**src/rtl/uart_pkg.sv**
```systemverilog
`timescale 1ns/1ps
`default_nettype none
// ============================================================================
// Module   : uart_pkg
// Purpose  : Shared constants, FSM state encoding and baud helper for the
//            FIFO-to-UART sender and its byte serialiser.
// Revision : 1.0 - initial release
// ============================================================================
package uart_pkg;

  // Start bit + 8 data bits + stop bit
  localparam int FRAME_BITS = 10;

  // One-hot state encodings of the sender FSM
  localparam logic [5:0] S_IDLE    = 6'b000001;
  localparam logic [5:0] S_RD_REQ  = 6'b000010;
  localparam logic [5:0] S_RD_WAIT = 6'b000100;
  localparam logic [5:0] S_LOAD    = 6'b001000;
  localparam logic [5:0] S_SEND    = 6'b010000;
  localparam logic [5:0] S_NEXT    = 6'b100000;

  typedef enum logic [5:0] {
    ST_IDLE    = S_IDLE,
    ST_RD_REQ  = S_RD_REQ,
    ST_RD_WAIT = S_RD_WAIT,
    ST_LOAD    = S_LOAD,
    ST_SEND    = S_SEND,
    ST_NEXT    = S_NEXT
  } state_t;

  // Clocks per UART bit (integer division, truncating)
  function automatic int bps_cnt(input int clk_freq, input int uart_bps);
    return clk_freq / uart_bps;
  endfunction

endpackage
`default_nettype wire

```
**src/rtl/uart_byte_serializer.sv**
```systemverilog
`timescale 1ns/1ps
`default_nettype none
// ============================================================================
// Module   : uart_byte_serializer
// Purpose  : Shifts one byte out as an 8N1 frame (start 0, LSB first, stop 1).
//            A load pulse starts the frame; txd falls on the following cycle.
//            frame_end flags the last cycle of the stop bit.
// Revision : 1.0 - initial release
// ============================================================================
module uart_byte_serializer
  import uart_pkg::*;
#(
  parameter int BPS_CNT = 434
) (
  input  logic       sys_clk,
  input  logic       sys_rst,
  input  logic       load,
  input  logic [7:0] din,
  output logic       txd,
  output logic       frame_end
);

  // A baud divide of 1 still needs a one-bit counter that is permanently 0
  localparam int               CNT_W    = (BPS_CNT > 1) ? $clog2(BPS_CNT) : 1;
  localparam logic [CNT_W-1:0] CNT_LAST = CNT_W'(BPS_CNT - 1);
  localparam logic [3:0]       IDX_LAST = 4'(FRAME_BITS - 1);

  logic [CNT_W-1:0] baud_cnt;
  logic [3:0]       bit_idx;   // 0 = start, 1..8 = data, 9 = stop
  logic [7:0]       shift_reg;
  logic             active;
  logic             bit_end;

  assign bit_end   = active && (baud_cnt == CNT_LAST);
  assign frame_end = bit_end && (bit_idx == IDX_LAST);

  // Baud counter, bit index and shift register; txd is registered so it
  // changes only on bit boundaries
  always_ff @(posedge sys_clk) begin
    if (sys_rst) begin
      txd       <= 1'b1;
      active    <= 1'b0;
      baud_cnt  <= '0;
      bit_idx   <= '0;
      shift_reg <= '0;
    end else if (load) begin
      shift_reg <= din;
      txd       <= 1'b0;
      active    <= 1'b1;
      baud_cnt  <= '0;
      bit_idx   <= '0;
    end else if (active) begin
      if (bit_end) begin
        baud_cnt <= '0;
        if (bit_idx == IDX_LAST) begin
          active  <= 1'b0;
          bit_idx <= '0;
          txd     <= 1'b1;
        end else begin
          bit_idx <= bit_idx + 4'd1;
          if (bit_idx < 4'd8) begin
            txd       <= shift_reg[0];
            shift_reg <= {1'b0, shift_reg[7:1]};
          end else begin
            txd <= 1'b1;
          end
        end
      end else begin
        baud_cnt <= baud_cnt + 1'b1;
      end
    end
  end

endmodule
`default_nettype wire

```
**src/rtl/fifo_uart_sender.sv**
```systemverilog
`timescale 1ns/1ps
`default_nettype none
// ============================================================================
// Module   : fifo_uart_sender
// Purpose  : On start, pops BURST_LEN bytes from a 1-cycle-latency FIFO and
//            sends each as an 8N1 UART frame. Reports busy, a done pulse and
//            the number of bytes fully sent.
// Revision : 1.0 - initial release
// ============================================================================
module fifo_uart_sender
  import uart_pkg::*;
#(
  parameter int CLK_FREQ  = 50000000,
  parameter int UART_BPS  = 115200,
  parameter int BURST_LEN = 256
) (
  input  logic       sys_clk,
  input  logic       sys_rst,
  input  logic       start,
  input  logic       fifo_empty,
  output logic       fifo_rd_en,
  input  logic [7:0] fifo_dout,
  output logic       uart_txd,
  output logic       busy,
  output logic       done,
  output logic [8:0] byte_cnt
);

  localparam int         BPS_CNT    = bps_cnt(CLK_FREQ, UART_BPS);
  localparam logic [8:0] BURST_LAST = 9'(BURST_LEN);

  state_t     state;
  logic       load;
  logic       frame_end;
  logic [8:0] cnt_next;

  assign cnt_next = byte_cnt + 9'd1;

  // The read strobe qualifies RD_REQ with the live empty flag so an empty
  // FIFO is never popped; it lasts exactly the one RD_REQ cycle that leaves.
  assign fifo_rd_en = (state == ST_RD_REQ) && !fifo_empty;

  // fifo_dout is valid from RD_WAIT onward and held, so LOAD captures it
  assign load = (state == ST_LOAD);

  uart_byte_serializer #(
    .BPS_CNT (BPS_CNT)
  ) u_serializer (
    .sys_clk   (sys_clk),
    .sys_rst   (sys_rst),
    .load      (load),
    .din       (fifo_dout),
    .txd       (uart_txd),
    .frame_end (frame_end)
  );

  // Burst sequencing FSM with registered busy/done/byte_cnt; a start that
  // coincides with the done pulse is treated as arriving while still busy
  always_ff @(posedge sys_clk) begin
    if (sys_rst) begin
      state    <= ST_IDLE;
      busy     <= 1'b0;
      done     <= 1'b0;
      byte_cnt <= '0;
    end else begin
      done <= 1'b0;
      case (state)
        ST_IDLE: begin
          if (start && !done) begin
            state    <= ST_RD_REQ;
            busy     <= 1'b1;
            byte_cnt <= '0;
          end
        end
        ST_RD_REQ: begin
          if (!fifo_empty) state <= ST_RD_WAIT;
        end
        ST_RD_WAIT: state <= ST_LOAD;
        ST_LOAD:    state <= ST_SEND;
        ST_SEND: begin
          if (frame_end) state <= ST_NEXT;
        end
        ST_NEXT: begin
          byte_cnt <= cnt_next;
          if (cnt_next == BURST_LAST) begin
            state <= ST_IDLE;
            busy  <= 1'b0;
            done  <= 1'b1;
          end else begin
            state <= ST_RD_REQ;
          end
        end
        default: begin
          state <= ST_IDLE;
          busy  <= 1'b0;
        end
      endcase
    end
  end

endmodule
`default_nettype wire

```
**config.mk**
```make
export PLATFORM = sky130hd
export DESIGN_NAME = fifo_uart_sender
export DESIGN_NICKNAME = d
export VERILOG_FILES = /design/src/rtl/uart_pkg.sv /design/src/rtl/uart_byte_serializer.sv /design/src/rtl/fifo_uart_sender.sv
export SDC_FILE = /design/constraint.sdc
export NUM_CORES = 1
export LEC_CHECK = 0
export ABC_CLOCK_PERIOD_IN_PS = 2400
export CORE_UTILIZATION = 30
export CTS_BUF_LIST = sky130_fd_sc_hd__clkbuf_4
export CTS_CLUSTER_SIZE = 20
export DETAILED_ROUTE_END_ITERATION = 12
export DONT_BUFFER_PORTS = 1
export RECOVER_POWER = 25
export SETUP_SLACK_MARGIN = 0.1
export SYNTH_ARGS = -nofsm -noshare
export SYNTH_HDL_FRONTEND = slang
export SYNTH_HIERARCHICAL = 1
export SYNTH_SLANG_ARGS = --single-unit
```
**constraint.sdc**
```tcl
create_clock -name sys_clk -period 2.4 [get_ports sys_clk]
set_input_delay 0.24 -clock sys_clk [delete_from_list [all_inputs] [get_ports sys_clk]]
set_output_delay 0.24 -clock sys_clk [all_outputs]
set_load 0.02 [all_outputs]
```
==> metrics.yaml, run 1 <==
clock_tree:
  ctsResizeCount: 0
  cts_max_path_buffers: 2
  numCtsBuffers: 5
  cts_tree: "done"
  clock-sinks: 40
  cts.clk_slew.worst_paths_ps: 110
  cts_root_buf: "clkbuf_4"
  htreeDepth: 2
  clk_latency_ps: 350
critical_path:
  startpoint_type: "flip-flop"
  reg2reg_slack_ps: 370
  endpoint_kind: "flip-flop"
  cp.arrival_ps: 2270
  r2r-end: "state[0]"
  crit_type: "reg2reg"
  endpoint: "state[0]"
  worst-path-max-fanout: 7
  r2r-start: "byte_cnt[1]"
  crit_start: "byte_cnt[1]"
  worstPathRequired_ps: 2640
  r2r_cells: 6
placed_design:
  hpwl_mm: 2.967
  postPlaceCellArea_mm2: 0.002200
  io_buffers: 0
  gp_congestion: 0.7468
layout:
  nNetsFinal: 268
  ff_latch_area_um2: 800.8
  multi_input_area_mm2: 0.001219
  syn2layout_area_growth_pct: 5.783
  layout-drive-gt1-share: 0.08333
  antenna_cells: 0
  fin_util: 0.3317
  fin_area_mm2: 0.002266
  fillers: 741
detailed_routing:
  drt-vias-per-instance: 4.951
  dr.pass1.iters: 4
  drcViolationCount: 0
  routed_wl_mm: 4.390
  wire_per_inst_um: 12.61
  ant_nets: 0
  vias: 1723
  drt_iter0_drc: 97
floorplan:
  row_count: 30
  die_x_um: 86.50
  core_mm2: 0.006832
  die_h_um: 86.50
  start_util: 0.3136
  io_pins: 25
  dieArea_mm2: 0.007482
outcome:
  status: "complete, no violations"
global_route:
  grt_pass1_wl_mm: 7.272
  grtUsageTotal: 0.1230
  grt_pass1_vias: 1487
  overflow: 0
  met3_usage: 0.05238
  grt_max_degree: 22
  grt_use_met1: 0.1608
  top_usage_layer: "met2"
  grt_antenna_before_repair: 0
  grt_use_met2: 0.1905
yosys:
  synthMuxAreaShare: 0.01402
  synth_xor_area_frac: 0.04907
  synth_area_leaders: "dfxtp_1 37%, nor2_1 5.3%, a21oi_1 4.0%"
  avgSynthCellArea_um2: 8.467
  syn-num-nets: 269
  synth_seq_cells: 40
  synth_top_family_by_area: "simple AND/OR/NAND/NOR gates"
  synth_adder_area_share: 0.02336
  synth.top_cell.area_share: 0.3738
  ys_types: 57
  synth-edff-count: 0
  synth_compound_area_frac: 0.1595
  yosys.area.top_type: "dfxtp_1"
  yosys.area_share.simple: 0.3230
  synthArstFlopShare: 0
  yosys_warnings: 6
  synthCells: 253
  ys.flop_type: "dfxtp_1"
  ys_seq_area_frac: 0.3738
  syn_area_mm2: 0.002142
sta:
  tns_ps: 0
  rsz0062_at_grt: "false"
  drv_slew: 0
  setup_viol: 0
  final_hold_viol_count: 0
  skew_ps: 9.145
  period_share: 0.8458
  max_slew.worst_pin.slew_ps: 847.9
  slew_headroom: 0.4329
  fin_crit_ps: 2030
  whs_ps: 24.56
  clock.fmax_ghz: 0.4927
run:
  maxCapViolations: 0
power:
  powerDensity_mw_per_mm2: 499.0
  ir_worst_vdd_mv: 0.1862
  p_total_mw: 1.131
  p_leak_nw: 0.7756
min_path:
  hp-class: "in2reg"
==> worst max-delay path: stages, from the launching register on <==
cell     delay, ps
dfxtp_1        580
ha_1           360
nand2_1        120
xnor2_1        150
a31oi_1        260
nor4_1         100
or3b_1         360
==> final cells by class <==
class | instances | share of cell area
tap | 96 | 0.05301
inverter | 10 | 0.01657
multi-input combinational | 190 | 0.5378
sequential | 40 | 0.3534
clock inverter | 1 | 0.002209
clock buffer | 6 | 0.01988
timing repair buffer | 5 | 0.01712
==> synthesized netlist by cell type (5+ instances only) <==
library cell  number
dfxtp_1           40
nor2_1            30
nand2_1           20
a21oi_1           17
inv_1             10
nor3_1             9
nand3b_1           8
xnor2_1            8
o21ai_1            7
nand3_1            6
nand4_1            6
nand2b_1           5
nor4_1             5
==> worst min path at each step <==
| stage | start | to | slack (ps) | depth (start not counted) |
|---|---|---|---|---|
| 6_report | fifo_dout[7] | u_serializer/shift_reg[7] | 20 | 2 |
| 5_1_grt | fifo_dout[5] | u_serializer/shift_reg[5] | 10 | 2 |
| 3_3_place_gp | sys_rst | byte_cnt[4] | 310 | 1 |
| 2_1_floorplan | sys_rst | done | 310 | 1 |
| 4_1_cts | fifo_dout[7] | u_serializer/shift_reg[7] | 10 | 2 |
| 3_5_place_dp | sys_rst | byte_cnt[4] | 310 | 1 |
==> logic make-up after synthesis <==
kind of cell,Yosys count
xor+xnor,12
fa+ha+maj,4
buf+inv,23
flops,40
simple gates,120
compound gates,51
mux,3
==> power breakdown <==
part	switching, mW	internal (mW)	total [mW]
sequential	0.0219	0.676	0.698
combinational	0.0563	0.0444	0.101
clock	0.212	0.119	0.332
total	0.291	0.840	1.13
==> through the flow <==
stage,worst slack (ps),instances
after global placement,497.4,339
after global routing,222.6,348
after CTS,373.4,348
after detailed placement,402.3,339
after floorplan,576.3,253
final,370.2,348
==> layer usage <==
layer  share of wire  wire (µm)  vias to the layer above
li1                -          -                      908
met2            0.43       1899                       34
met5               0          0                        -
met1            0.50       2203                      778
met3           0.061        267                        3
met4          0.0043         19                        0
==> cells in the final DEF, fill, tap and decap left out, types with 2 or more instances in the layout <==
master         netlist  layout
o21ai_1              7       7
dfxtp_1             40      40
nor2b_1              4       4
a31oi_1              4       4
nor4_1               5       5
nor2_1              30      30
nand3b_1             8       8
xor2_1               4       4
nand2_1             20      20
and4_1               2       2
o21ai_0              2       2
or3b_1               2       2
mux2i_1              3       3
clkbuf_4             0       6
a311oi_1             3       3
a211oi_1             2       2
dlygate4sd3_1        0       2
a21oi_1             17      17
and3_1               2       2
inv_1               10      10
xnor2_1              8       8
and4b_1              3       3
buf_4                0       2
nor3b_1              2       2
nand4_1              6       6
a221oi_1             4       4
and3_4               3       3
nand2b_1             5       5
nor3_1               9       9
nand3_1              6       6
ha_1                 4       4
==> timing repair <==
action                                  4_1_cts  5_1_grt
hold endpoints to repair                     21        0
endpoints found under the setup margin        0        0
setup buffers                                 0        0
hold buffers                                  2        0
(Power assumes the default switching activity.)
==> run 2, diff against run 1 <==
- ABC_CLOCK_PERIOD_IN_PS: 2400 -> 1900
- clock period: 2.4 -> 1.9 ns (I/O delays scaled with it)
==> metrics.yaml, run 2 (synthesis gave the netlist of run 1 again) <==
clock_tree:
  cts_max_path_buffers: 2  # unchanged
  clk_latency_ps: 340  # was 350 ps
  cts_tree: "done"  # unchanged
  cts_root_buf: "clkbuf_4"  # unchanged
  clock-sinks: 40  # unchanged
  cts.clk_slew.worst_paths_ps: 120  # was 110 ps
  htreeDepth: 2  # unchanged
  numCtsBuffers: 5  # unchanged
power:
  p_sw_uw: 378.3  # was 290.5 µW
  p_int_mw: 1.111  # was 840.1 µW
  switching_share: 0.2541  # was 0.2569
  p_seq_frac: 0.589  # was 0.618
  pwr-share-comb: 0.113  # was 0.089
  powerDensity_mw_per_mm2: 588.4  # was 499.0 mW/mm²
  ir_worst_vdd_mv: 0.2913  # was 0.1862 mV
  p_clk_frac: 0.297  # was 0.293
  p_leak_nw: 0.9115  # was 0.7756 nW
critical_path:
  worst-path-max-fanout: 6  # was 7
  r2r-end: "done"  # was state[0]
  endpoint_kind: "flip-flop"  # unchanged
  crit_start: "byte_cnt[1]"  # unchanged
  worstPathRequired_ps: 2180  # was 2640 ps
  r2r_cells: 6  # unchanged
  cp.arrival_ps: 2020  # was 2270 ps
  worst_path_largest_cell_delay_ps: 390  # was 580 ps
  startpoint_type: "flip-flop"  # unchanged
  cpMostUsedCell: "and3_4"
  endpoint: "done"  # was state[0]
  cp.depth: 6  # unchanged
  critPathBufInv: 1  # was 0
  r2r-start: "byte_cnt[1]"  # unchanged
  critPathTopFamily: "simple AND/OR/NAND/NOR gates"  # was flip-flops
  critPathSlowestCell: "or3_4"  # was dfxtp_1
  crit_type: "reg2reg"  # unchanged
  path_cells: "buf_6 -> and3_4 -> and3_4 -> o311a_4 -> or3_4 -> nor3_2"  # was ha_1 -> nand2_1 -> xnor2_1 -> a31oi_1 -> nor4_1 -> or3b_1
  reg2reg_slack_ps: 160  # was 370 ps
layout:
  fin_util: 0.3705  # was 0.3317
  syn2layout_area_growth_pct: 18.17  # was 5.783%
  antenna_cells: 0  # unchanged
  mostFrequentLayoutCell: "dfxtp_1"  # unchanged
  most-common-layout-cells: "38 x dfxtp_1, 27 x nor2_1, 20 x nand2_1, 17 x a21oi_1, 17 x buf_4"  # was 40 x dfxtp_1, 30 x nor2_1, 20 x nand2_1, 17 x a21oi_1, 10 x inv_1
  layout-drive-gt1-share: 0.1792  # was 0.08333
  nNetsFinal: 294  # was 268
placed_design:
  hpwl_mm: 3.257  # was 2.967 mm
  io_buffers: 0  # unchanged
  gp_congestion: 0.7991  # was 0.7468
sta:
  drv_slew: 0  # unchanged
  max_slew.worst_pin.slew_ps: 870.7  # was 847.9 ps
  setup_viol: 0  # unchanged
  fin_crit_ps: 1743  # was 2030 ps
  final_hold_viol_count: 0  # unchanged
  rsz0062_at_grt: "true"  # was false
  clock.fmax_ghz: 0.5738  # was 0.4927 GHz
  skew_ps: 3.995  # was 9.145 ps
  tns_ps: 0  # unchanged
  period_share: 0.9172  # was 0.8458
  slew_headroom: 0.4176  # was 0.4329
floorplan:
  die_h_um: 86.50  # unchanged
  start_util: 0.3136  # unchanged
  die_x_um: 86.50  # unchanged
  row_count: 30  # unchanged
  core_mm2: 0.006832  # unchanged
  dieArea_mm2: 0.007482  # unchanged
  io_pins: 25  # unchanged
detailed_routing:
  drcViolationCount: 0  # unchanged
  vias: 1920  # was 1723
  drt-vias-per-instance: 5.120  # was 4.951
  wire_per_inst_um: 12.93  # was 12.61 µm
  ant_nets: 0  # unchanged
  drt_iter0_drc: 57  # was 97
  routed_wl_mm: 4.849  # was 4.390 mm
  dr.pass1.iters: 4  # unchanged
global_route:
  grt_pass1_wl_mm: 8.155  # was 7.272 mm
  grtUsageTotal: 0.1345  # was 0.1230
  grt_max_degree: 22  # unchanged
  grt_pass1_vias: 1806  # was 1487
  grt_antenna_before_repair: 0  # unchanged
  overflow: 0  # unchanged
run:
  maxCapViolations: 0  # unchanged
min_path:
  hp-class: "in2reg"  # unchanged
outcome:
  status: "complete, no violations"  # unchanged
run 2: how the worst min path moves through the flow:
stage	start	depth (start not counted)	endpoint	slack (ps)
after floorplan	sys_rst	1	done	260
after global placement	sys_rst	1	byte_cnt[1]	260
after detailed placement	sys_rst	1	byte_cnt[1]	260
after CTS	sys_rst	2	u_serializer/active	0.2
after global routing	sys_rst	2	busy	9
final	sys_rst	2	busy	20
run 2: through the flow:
step	hold WS [ps]	power, mW	instance area [µm²]	setup WS, ps	cells
global placement	257.3	1.034	2337	178.1	357
CTS	0.2249	1.507	2486	100.7	374
global route	9.320	1.564	2531	40.36	375
finish	21.20	1.489	2531	157.4	375
detailed placement	258.9	1.034	2337	138.5	357
floorplan	259.2	0.9958	2145	131.8	253
run 2: routing by layer:
| layer | up-vias | part of all wire | track usage |
|---|---|---|---|
| li1 | 966 | - | - |
| met1 | 910 | 0.49 | 0.1812 |
| met2 | 37 | 0.45 | 0.2056 |
| met3 | 7 | 0.054 | 0.04286 |
| met4 | 0 | 0.013 | 0.03939 |
| met5 | - | 0 | 0 |
run 2: final cells by class:
class                      count  area, µm²
timing repair buffer          31      251.5
tap                           96      120.1
inverter                      10      37.54
sequential                    40      803.3
clock inverter                 1      3.754
fill                         724       4300
multi-input combinational    190       1262
clock buffer                   7      52.55
run 2: repair_timing:
action	4_1_cts	5_1_grt
setup buffers	0	1
hold buffers	9	0
resized for setup	1	13
setup endpoints to repair	1	22
pin swaps	0	2
endpoints found under the hold margin	21	0
gates cloned	0	0
run 2: power groups by stage:
stage / sequential [mW] / combinational [mW] / clock (mW)
after floorplan: 0.895 / 0.101 / 0
after global placement: 0.897 / 0.137 / 0
after detailed placement: 0.897 / 0.137 / 0
after CTS: 0.878 / 0.161 / 0.469
after global routing: 0.881 / 0.186 / 0.497
final: 0.878 / 0.169 / 0.443
